### src/rtl/mult_div_unit.sv
// Iterative HI/LO multiply/divide unit: MULT/MULTU/DIV/DIVU plus MTHI/MTLO writes.
// Define MDU_FAST_MUL_EN to issue multiplies through a single-cycle 64-bit '*' operator.
module mult_div_unit #(
  parameter int unsigned Width = 32
) (
  input  logic             clk,
  input  logic             rst,
  input  logic             start,
  input  logic [1:0]       op,
  input  logic [Width-1:0] a,
  input  logic [Width-1:0] b,
  input  logic             flush,
  input  logic             hi_we,
  input  logic             lo_we,
  input  logic [Width-1:0] wdata,
  output logic             busy,
  output logic             done,
  output logic [Width-1:0] hi,
  output logic [Width-1:0] lo
);
  localparam logic [1:0] StIdle = 2'd0;
  localparam logic [1:0] StRun  = 2'd1;
  localparam logic [1:0] StFin  = 2'd2;

  logic [1:0]         state_q, state_d;
  logic [4:0]         cnt_q, cnt_d;
  logic               div_q, div_d;
  logic               neg_res_q, neg_res_d;
  logic               neg_rem_q, neg_rem_d;
  logic [Width-1:0]   mag_a_q, mag_a_d;
  logic [Width-1:0]   mag_b_q, mag_b_d;
  logic [2*Width-1:0] acc_q, acc_d;
  logic [Width-1:0]   hi_q, hi_d;
  logic [Width-1:0]   lo_q, lo_d;

  logic               is_signed, launch, div_fit;
  logic [Width-1:0]   abs_a, abs_b;
  logic [Width:0]     mul_sum;
  logic [Width:0]     div_shift;
  logic [Width-1:0]   div_diff;
  logic [2*Width-1:0] prod_fix;
  logic [Width-1:0]   quo_fix, rem_fix, a_orig;

  assign is_signed = ~op[0];
  assign abs_a     = (is_signed && a[Width-1]) ? -a : a;
  assign abs_b     = (is_signed && b[Width-1]) ? -b : b;
  // FIN shares the launch path so a stalled start can issue back-to-back.
  assign launch    = start && !flush && (state_q == StIdle || state_q == StFin);

  // Multiply: add the current multiplier bit (LSB first), then shift the accumulator right.
  assign mul_sum   = {1'b0, acc_q[2*Width-1:Width]} + (mag_b_q[cnt_q] ? {1'b0, mag_a_q} : '0);
  // Divide: remainder lives in the upper half, quotient shifts into the lower half; ~cnt = 31-cnt.
  assign div_shift = {acc_q[2*Width-1:Width], mag_a_q[~cnt_q]};
  assign div_fit   = div_shift >= {1'b0, mag_b_q};
  assign div_diff  = div_shift[Width-1:0] - mag_b_q;

  assign prod_fix  = neg_res_q ? -acc_q : acc_q;
  assign quo_fix   = neg_res_q ? -acc_q[Width-1:0] : acc_q[Width-1:0];
  assign rem_fix   = neg_rem_q ? -acc_q[2*Width-1:Width] : acc_q[2*Width-1:Width];
  assign a_orig    = neg_rem_q ? -mag_a_q : mag_a_q;

`ifdef MDU_FAST_MUL_EN
  logic [2*Width-1:0] fast_prod;
  // Low 64 bits of the extended product are correct for both signed and unsigned operands.
  assign fast_prod = {{Width{is_signed & a[Width-1]}}, a} * {{Width{is_signed & b[Width-1]}}, b};
`endif

  always_comb begin
    state_d   = state_q;
    cnt_d     = cnt_q;
    div_d     = div_q;
    neg_res_d = neg_res_q;
    neg_rem_d = neg_rem_q;
    mag_a_d   = mag_a_q;
    mag_b_d   = mag_b_q;
    acc_d     = acc_q;
    hi_d      = hi_q;
    lo_d      = lo_q;
    case (state_q)
      StIdle: begin
        if (hi_we) hi_d = wdata;
        if (lo_we) lo_d = wdata;
      end
      StRun: begin
        if (flush) begin
          state_d = StIdle;
        end else begin
          cnt_d = cnt_q + 5'd1;
          if (div_q) begin
            acc_d = div_fit ? {div_diff, acc_q[Width-2:0], 1'b1}
                            : {div_shift[Width-1:0], acc_q[Width-2:0], 1'b0};
          end else begin
            acc_d = {mul_sum, acc_q[Width-1:1]};
          end
          if (cnt_q == 5'd31) state_d = StFin;
        end
      end
      StFin: begin
        state_d = StIdle;
        if (!flush) begin
          if (!div_q) begin
            {hi_d, lo_d} = prod_fix;
          end else if (mag_b_q == '0) begin
            hi_d = a_orig;
            lo_d = '1;
          end else begin
            hi_d = rem_fix;
            lo_d = quo_fix;
          end
        end
      end
      default: state_d = StIdle;
    endcase
    if (launch) begin
      div_d     = op[1];
      mag_a_d   = abs_a;
      mag_b_d   = abs_b;
      neg_res_d = is_signed && (a[Width-1] ^ b[Width-1]);
      neg_rem_d = is_signed && a[Width-1];
      acc_d     = '0;
      cnt_d     = '0;
      state_d   = StRun;
`ifdef MDU_FAST_MUL_EN
      if (!op[1]) begin
        acc_d     = fast_prod;
        neg_res_d = 1'b0;
        state_d   = StFin;
      end
`endif
    end
  end

  always_ff @(posedge clk or negedge rst) begin
    if (!rst) begin
      state_q   <= StIdle;
      cnt_q     <= '0;
      div_q     <= 1'b0;
      neg_res_q <= 1'b0;
      neg_rem_q <= 1'b0;
      mag_a_q   <= '0;
      mag_b_q   <= '0;
      acc_q     <= '0;
      hi_q      <= '0;
      lo_q      <= '0;
    end else begin
      state_q   <= state_d;
      cnt_q     <= cnt_d;
      div_q     <= div_d;
      neg_res_q <= neg_res_d;
      neg_rem_q <= neg_rem_d;
      mag_a_q   <= mag_a_d;
      mag_b_q   <= mag_b_d;
      acc_q     <= acc_d;
      hi_q      <= hi_d;
      lo_q      <= lo_d;
    end
  end

  assign busy = (state_q != StIdle);
  assign done = (state_q == StFin);
  assign hi   = hi_q;
  assign lo   = lo_q;

endmodule

### config.mk
export PLATFORM = sky130hd
export DESIGN_NAME = mult_div_unit
export DESIGN_NICKNAME = d
export VERILOG_FILES = /design/src/rtl/mult_div_unit.sv
export SDC_FILE = /design/constraint.sdc
export NUM_CORES = 1
export LEC_CHECK = 0
export ABC_AREA = 1
export CAP_MARGIN = 20
export CELL_PAD_IN_SITES_DETAIL_PLACEMENT = 0
export CELL_PAD_IN_SITES_GLOBAL_PLACEMENT = 1
export CORE_AREA = 2 2 220 222
export CTS_CLUSTER_DIAMETER = 30
export DETAILED_ROUTE_END_ITERATION = 8
export DIE_AREA = 0 0 222 224
export HOLD_SLACK_MARGIN = 0.08
export PLACE_DENSITY = 0.9
export REMOVE_ABC_BUFFERS = 1
export SLEW_MARGIN = 20
export SYNTH_ARGS = -nofsm -noshare
export SYNTH_HDL_FRONTEND = slang
export SYNTH_SLANG_ARGS = --single-unit
### constraint.sdc
create_clock -name clk -period 8.3 [get_ports clk]
set_input_delay 1.66 -clock clk [delete_from_list [all_inputs] [get_ports clk]]
set_output_delay 1.66 -clock clk [all_outputs]
set_load 0.005 [all_outputs]
* Word-level counts from Yosys, hierarchy flattened *
Cells that the tools add are included.

word-level totals
  register bits after elaboration = 202
  input port bits = 104
  output and inout bits = 66
  logic and storage cells = 83

cells by class
  add/subtract/negate cells = 9
  magnitude comparators = 3
  equality and inequality tests = 9
  muxes and demuxes = 33
  bitwise logic cells = 3
  reductions and logical operators = 16

operators by type and width
  kind                   number
  $mux W32               14
  $mux W64               6
  $neg A32 Y32           5
  $pmux W32 S2           2
  $neg A64 Y64           1
  $add A32 B32 Y33       1
  $ge A33 B32 Y1         1
  $logic_not A32 Y1      1
  $sub A32 B32 Y32       1
  $mux W5                3
  $lt A5 B6 Y1 const B   2
  $bmux W1 S5            2
  $ne A2 B2 Y1 const B   4
  $mux W2                3
  $reduce_and A3 Y1      2
  $reduce_bool A2 Y1     3
  $add A5 B1 Y5 const B  1
  $eq A5 B5 Y1 const B   1
  $logic_and A1 B1 Y1    5
  $not A5 Y5             1
  $ne A4 B4 Y1 const B   1
  $pmux W2 S2            1
  $reduce_and A2 Y1      2
  $eq A2 B1 Y1 const B   1
  other kinds (8)        9

* Depth between registers and ports, before layout *
Gate-level depths: netlist (run 1).

  word-level depth = 9
  depth in mapped cells = 27
  depth with buffers taken out = 24

* Least setup slack after synthesis (run 1) *
Ideal clock, no wire load.

  path type = flip-flop to flip-flop
  start = register cnt_q[0]
  end = register acc_q[47]
  setup time = 118 ps
  arrival time = 3212 ps
  data required time = 8182 ps
  path slack = 4970 ps
  stages on the path, launching flop included = 26
  buffers on the path = 3
  period minus slack after synthesis = 3330 ps
  path through = dfrtp_1 clkbuf_1 inv_1 buf_2 a21oi_1 o21ai_0 nand3_1 nand3_1 nand3_1 nand2_1 buf_2 nor2_1 ha_1 inv_1 fa_1 o21ai_2 nand2_1 nand2_1 nand2_1 nand2_1 nand2_1 nand3_1 nand2_1 or2_2 nand4_1 nand2_1

on the way
  cells in the longest elaborated chain, start to end = 9
  elaborated cells on any way between the ends = 14
  classes of those cells = add/sub: 2; order compare: 1; mux: 10; bitwise: 1

ends and longest elaborated chain
  element                                             line    source
  from (decl)                                         26      logic [4:0] cnt_q, cnt_d;
  from (signal assigned)                              147     cnt_q <= cnt_d;
  $not A5 Y5                                          53      assign div_shift = {acc_q[2*Width-1:Width], mag_a_q[~cnt_q]};
  $bmux W1 S5                                         53
  $mux W1 (not written as such)                       53
  $sub A32 B32 Y32 or $ge A33 B32 Y1 (tied branches)  55, 54
  $mux W64                                            90      acc_d = div_fit ? {div_diff, acc_q[Width-2:0], 1'b1}
  $mux W64 *                                          89      if (div_q) begin
  $mux W64 *                                          85      if (flush) begin
  $mux W64 *                                          79      case (state_q)
  $mux W64 *                                          114     if (launch) begin
  to (signal assigned)                                142     acc_q <= '0;
  to (signal assigned)                                153     acc_q <= acc_d;
  to (decl)                                           32      logic [2*Width-1:0] acc_q, acc_d;

Every way passes the cells marked *; elsewhere a longest branch is shown, timed or not. The select of a mux whose other input is x is not followed.
A chain may end at the register's enable or synchronous reset.

* Final worst setup path (run 1) *
Ends and elaborated chain as after synthesis.

==> flow_metrics.env, run 1 <==
export IMPL_tightest_slew_ns=1.10
export IMPL_dp_slack_ns=3.38
export IMPL_final_nets=3553
export IMPL_hpwl_um=63800
export IMPL_htreeDepth=2
export IMPL_start_util=0.417
export IMPL_status="finished, final reports clean"
export IMPL_end_kind="flop"
export IMPL_worstHoldPathType="flop to flop"
export IMPL_syn_area_um2=19800
export IMPL_clk_pin_slew_ns=0.05
export IMPL_die_y_um=224
export IMPL_setup_violations=0
export IMPL_grt_overflow_total=0
export IMPL_slowest_delay_ns=1.06
export IMPL_io_pins=170
export IMPL_cts_buffers=53
export IMPL_synth_area_per_cell_um2=6.08
export IMPL_die_area_um2=49700
export IMPL_final_hold_viol_count=0
export IMPL_utilization=0.503
export IMPL_dp_cells=3934
export IMPL_timing_hold_ws_ns=0.479
export IMPL_area_delta_synth_final_pct=20.6
export IMPL_rsz0062_at_grt="no"
export IMPL_antenna_found_initial=0
export IMPL_cp_arrival_ns=5.55
export IMPL_placed_area_um2=21900
export IMPL_cts_tree="done"
export IMPL_path_class="flop to flop"
export IMPL_vdd_drop_max_mv=0.187
export IMPL_critPathMaxFanout=35
export IMPL_ys_seq_area_frac=0.256
export IMPL_vias_per_cell=5.65
export IMPL_switchingPower_mw=4.46
export IMPL_intPower_mw=4.22
export IMPL_cts_hold_buf=0
export IMPL_synthFlopType="dfrtp_1"
export IMPL_post_route_period_util=0.608
export IMPL_clockBufferDepth=3
export IMPL_setup_tns_ns=0
export IMPL_fin_ws_ns=3.26
export IMPL_seqCellArea_um2=5060
export IMPL_rrSetupSlack_ns=3.26
export IMPL_synth_seq_cells=202
export IMPL_critical_path_startpoint_type="flop"
export IMPL_period_needed_ns=5.04
export IMPL_ant_nets=0
export IMPL_track_usage=0.329
export IMPL_clk_latency_ns=0.62
export IMPL_relSlewSlack=0.268
export IMPL_synth_edf_count=0
export IMPL_num_rows=80
export IMPL_n_antenna_cell=0
export IMPL_final_area_um2=23800
export IMPL_die_w_um=222
export IMPL_timing_fmax_mhz=198
export IMPL_finalWeightedCongestion=1.01
export IMPL_grt_pass1_wl_um=126000
export IMPL_drtIter0Drc=2442
export IMPL_post_cts_resized=0
export IMPL_nFillCells=4987
export IMPL_clock_sinks=202
export IMPL_p_comb_frac=0.545
export IMPL_cts_root_buf="clkbuf_16"
export IMPL_leakagePower_nw=11.2
export IMPL_drv_slew=0
export IMPL_wirelength_um=83500
export IMPL_fin_cells=4034
export IMPL_drc=0
export IMPL_ys_async_sr_fraction=1.00
export IMPL_core_area_um2=47300
export IMPL_multiInputGateArea_um2=12800
export IMPL_post_cts_buffers=0
export IMPL_ys_types=52
export IMPL_power_mw=8.69
export IMPL_yosys_warnings=0
export IMPL_dr_pass1_iters=9
export IMPL_grt_start_max_net_pins=120
export IMPL_required_ns=8.81
export IMPL_sw_frac_of_total=0.514
export IMPL_seqPwrFrac=0.204
export IMPL_port_buffers=169
export IMPL_power_density_nw_per_um2=365
export IMPL_final_setup_skew_ns=0.0456
export IMPL_maxCapViolCount=0
export IMPL_synthCells=3250
export IMPL_routed_via_count=22793
export IMPL_cpMostUsedCell="nand2_1"
export IMPL_worstPathCellList="inv_1 -> a21oi_1 -> o21ai_0 -> nand3_1 -> nand3_1 -> nand3_1 -> nand2_1 -> buf_4 -> nor2_1 -> ha_1 -> inv_1 -> fa_1 -> o21ai_2 -> nand2_1 -> nand2_1 -> nand2_1 -> nand2_1 -> nand2_1 -> nand3_1 -> nand2_1 -> or2_2 -> nand4_1 -> nand2_1"
export IMPL_crit_slowest_cell="dfrtp_1"
export IMPL_wire_per_inst_um=20.7
export IMPL_drive_gt1_frac=0.0588
export IMPL_clkPwrFrac=0.251
export IMPL_grt_pass1_vias=21168
==> metal layers <==
layer  track usage  vias up  wire, um
li1              -    10986         -
met1         0.421    10519     34700
met2         0.532     1038     37300
met3        0.0561      250      6600
met4         0.178        0      4880
met5             0        -         0
==> state kept, by name, indices dropped and copies added (netlist names), 2 cells and up <==
| register | flops |
|---|---|
| acc_q | 64 |
| hi | 32 |
| lo | 32 |
| mag_a_q | 32 |
| mag_b_q | 32 |
| cnt_q | 5 |
| state_q | 2 |
==> placed cells by master (no fill, tap or decap), types with 53 or more instances in the layout <==
cell type        synthesis  layout
nand2_1                815     815
nor2_1                 417     415
inv_1                  349     347
nand3_1                338     337
o21ai_0                283     283
a21oi_1                240     240
dfrtp_1                202     199
clkdlybuf4s50_1          0     168
xor2_1                  84      84
ha_1                    72      72
nand4_1                 55      55
clkbuf_16                0      53
==> power groups by stage <==
| stage | Combinational (mW) | Clock (mW) | Sequential, mW |
|---|---|---|---|
| 2_1_floorplan | 3.13 | 0 | 1.51 |
| 3_3_place_gp | 4.61 | 0 | 1.75 |
| 3_5_place_dp | 4.60 | 0 | 1.75 |
| 4_1_cts | 4.62 | 2.20 | 1.74 |
| 5_1_grt | 5.18 | 2.25 | 1.77 |
| 6_report | 4.73 | 2.18 | 1.77 |
==> final cells by class <==
type,count,share of cell area
Clock buffer,66,0.0615
Clock inverter,33,0.0187
Inverter,363,0.0574
Multi-Input combinational cell,2564,0.538
Sequential cell,202,0.212
Tap cell,615,0.0323
Timing Repair Buffer,191,0.0795
==> critical path, delay by kind of cell (launching register included) <==
family	cells	cell delay (ns)
AO/OA/AOI/OAI	3	0.63
flip-flops	1	1.06
buffers and inverters	3	1.03
AND/OR/NAND/NOR	15	1.56
adder cells (fa/ha/maj)	2	0.63
==> cell families (layout without fill, tap and decap cells) <==
family                   after synthesis  after routing  share of synthesized area
buffers and inverters                484            653                     0.0962
AND/OR/NAND/NOR                     1736           1736                      0.377
adder cells (fa/ha/maj)               74             74                     0.0476
AO/OA/AOI/OAI                        638            638                      0.172
XOR/XNOR                             116            116                     0.0514
flip-flops                           202            202                      0.256
==> cells in the mapped netlist, drive strengths merged (2+ instances only) <==
library cell | count | area, um^2
fa | 2 | 40.0
buf | 48 | 260
nand2 | 832 | 3180
nand3 | 345 | 1770
o31ai | 9 | 67.6
and3 | 3 | 18.8
xnor2 | 32 | 280
and2 | 3 | 18.8
ha | 72 | 901
nor3 | 31 | 186
o22ai | 34 | 213
clkbuf | 73 | 274
nand3b | 15 | 113
o21a | 7 | 52.6
nor2 | 433 | 1690
dfrtp | 202 | 5050
or2 | 11 | 68.8
a21o | 3 | 22.5
inv | 358 | 1350
o21bai | 5 | 37.5
xor2 | 84 | 736
clkinv | 5 | 21.3
o21ai | 313 | 1600
a21oi | 241 | 1210
a31oi | 8 | 65.1
o211ai | 15 | 113
nand4 | 56 | 357
nor4 | 7 | 43.8
==> worst paths after layout <==
check                                  from     endpoint  depth (start not counted)
worst max-delay path               cnt_q[0]    acc_q[47]                         23
worst min-delay path            mag_b_q[13]  mag_b_q[13]                          2
worst max register to register     cnt_q[0]    acc_q[47]                         23
worst min register to register  mag_b_q[13]  mag_b_q[13]                          2
max in group asynchronous               rst    neg_rem_q                          2
min in group asynchronous               rst    acc_q[10]                          1
(Power assumes the default switching activity.)
==> run 2: changes to the inputs <==
Clock period 8.3 ns to 4.7 ns, I/O delays scaled along.
==> run 2 against run 1 <==
  * Clock power up 58%
  * Clock skew down 0.016 ns
  * Global-route usage up 0.79 points
  * Core utilization down 0.31 points
  * Via count up 1.0%
  * Wire length up 2.1%
  * Clock-buffer cell count up 3
  * Critical path depth unchanged
  * Maximum frequency up 20%
  * Critical path type unchanged
==> flow_metrics.env, run 2 (same netlist as run 1, synthesis figures left out) <==
export IMPL_drtIter0Drc=2496
export IMPL_crit_slowest_cell="fa_1"
export IMPL_grt_overflow_total=0
export IMPL_final_area_um2=23700
export IMPL_ant_nets=0
export IMPL_leakagePower_nw=11.1
export IMPL_end_kind="flop"
export IMPL_critPathMaxFanout=23
export IMPL_final_cell_mix="815 x nand2_1, 415 x nor2_1, 347 x inv_1"
export IMPL_fin_ws_ns=0.507
export IMPL_slowest_delay_ns=0.44
export IMPL_cts_tree="done"
export IMPL_htreeDepth=2
export IMPL_finalWeightedCongestion=1.01
export IMPL_timing_fmax_mhz=239
export IMPL_drv_slew=0
export IMPL_die_w_um=222
export IMPL_critical_path_startpoint_type="flop"
export IMPL_drc=0
export IMPL_setup_violations=0
export IMPL_hpwl_um=65700
export IMPL_intPower_mw=7.14
export IMPL_grt_pass1_wl_um=129000
export IMPL_area_delta_synth_final_pct=19.8
export IMPL_maxCapViolCount=0
export IMPL_power_density_nw_per_um2=633
export IMPL_final_hold_viol_count=0
export IMPL_sw_frac_of_total=0.524
export IMPL_clockBufferDepth=3
export IMPL_seqPwrFrac=0.206
export IMPL_worstPathCellList="buf_4 -> inv_1 -> a21oi_1 -> o21ai_0 -> nand3_1 -> nand3_1 -> nand3_1 -> nand2_1 -> nor2_1 -> ha_1 -> inv_1 -> fa_1 -> o21ai_2 -> nand2_1 -> nand2_1 -> nand2_1 -> nand2_1 -> nand2_1 -> nand3_1 -> nand2_1 -> or2_2 -> nand4_1 -> nand2_1"
export IMPL_rsz0062_at_grt="no"
export IMPL_clk_pin_slew_ns=0.04
export IMPL_path_class="flop to flop"
export IMPL_final_setup_skew_ns=0.0296
export IMPL_wirelength_um=85200
export IMPL_r2r_start="cnt_q[1]"
export IMPL_largest_reg_flops=64
export IMPL_die_area_um2=49700
export IMPL_antenna_found_initial=7
export IMPL_switchingPower_mw=7.86
export IMPL_cpMostUsedCell="nand2_1"
export IMPL_setup_worst_path_end="acc_q[47]"
export IMPL_worstHoldPathType="input pin to asynchronous set/reset pin"
export IMPL_placed_area_um2=21900
export IMPL_status="finished, final reports clean"
export IMPL_num_rows=80
export IMPL_cp_arrival_ns=4.67
export IMPL_start_util=0.417
export IMPL_drive_gt1_frac=0.0582
export IMPL_setup_tns_ns=0
export IMPL_vias_per_cell=5.70
export IMPL_startpoint="cnt_q[1]"
export IMPL_period_needed_ns=4.19
export IMPL_port_buffers=169
export IMPL_dp_slack_ns=0.687
export IMPL_cts_hold_buf=0
export IMPL_wire_per_inst_um=21.1
export IMPL_rrSetupSlack_ns=0.51
export IMPL_reg2regPathDepth=23
export IMPL_required_ns=5.18
export IMPL_relSlewSlack=0.286
export IMPL_clock_sinks=202
export IMPL_routed_via_count=23028
export IMPL_timing_rr_end="acc_q[47]"
export IMPL_tightest_slew_ns=1.06
export IMPL_grt_pass1_vias=21663
export IMPL_dr_pass1_iters=9
export IMPL_post_cts_resized=0
export IMPL_die_y_um=224
export IMPL_regMostFlops="acc_q"
export IMPL_final_nets=3558
export IMPL_post_route_period_util=0.892
export IMPL_p_comb_frac=0.564
export IMPL_clkPwrFrac=0.230
export IMPL_track_usage=0.337
export IMPL_cts_root_buf="clkbuf_16"
export IMPL_timing_hold_ws_ns=0.392
export IMPL_layout_commonest_cell="nand2_1"
export IMPL_grt_start_max_net_pins=105
export IMPL_post_cts_buffers=0
export IMPL_core_area_um2=47300
export IMPL_vdd_drop_max_mv=0.405
export IMPL_cts_buffers=50
export IMPL_clk_latency_ns=0.60
export IMPL_io_pins=170
run 2: cell count changes in the layout (fill, tap and decap cells not counted), sizes merged:
cell / change
clkinvlp: +4
clkbuf: +3
inv: +5
diode: +3
bufinv: -5
buf: +8
clkinv: -12
run 2: critical path, delay by kind of cell, from the launching register on:
| family | cells | cell delay (ns) |
|---|---|---|
| flip-flops | 1 | 0.32 |
| adder cells (fa/ha/maj) | 2 | 0.65 |
| AND/OR/NAND/NOR | 15 | 1.83 |
| AO/OA/AOI/OAI | 3 | 0.55 |
| buffers and inverters | 3 | 0.72 |
run 2: metal layers:
layer | wire (um) | track usage
met1 | 34100 | 0.419
met2 | 37400 | 0.535
met3 | 7650 | 0.0691
met4 | 6000 | 0.215
met5 | 38 | 0
run 2: layout make-up:
type / count / area (um^2)
fill: 4952 / 23700
multi-input combinational: 2564 / 12800
sequential: 202 / 5060
timing repair buffer: 199 / 1950
clock buffer: 69 / 1430
inverter: 363 / 1370
tap: 615 / 769
clock inverter: 25 / 263
antenna: 3 / 7.51
run 2: worst min-delay path by stage:
stage / startpoint / end / slack, ns / cells after the start
3_5_place_dp: lo[3] / lo[3] / 0.47 / 2
6_report: rst / acc_q[11] / 0.39 / 1
5_1_grt: rst / acc_q[11] / 0.48 / 1
4_1_cts: rst / acc_q[3] / 0.43 / 1
2_1_floorplan: mag_b_q[10] / mag_b_q[10] / 0.45 / 2
3_3_place_gp: lo[4] / lo[4] / 0.47 / 2
run 2: stage by stage:
| stage | total power, mW | utilization | std cells |
|---|---|---|---|
| finish | 15.0 | 0.500 | 4040 |
| global route | 15.9 | 0.500 | 4037 |
| CTS | 14.7 | 0.499 | 4036 |
| detailed placement | 11.3 | 0.464 | 3942 |
| global placement | 11.3 | 0.464 | 3942 |
| floorplan | 8.19 | - | 3129 |
run 2: power groups by stage:
stage	registers, mW	logic [mW]	clock network (mW)
final	3.09	8.46	3.45
after global routing	3.09	9.26	3.57
after CTS	3.03	8.24	3.47
after detailed placement	3.05	8.21	0
after global placement	3.05	8.21	0
after floorplan	2.66	5.53	0
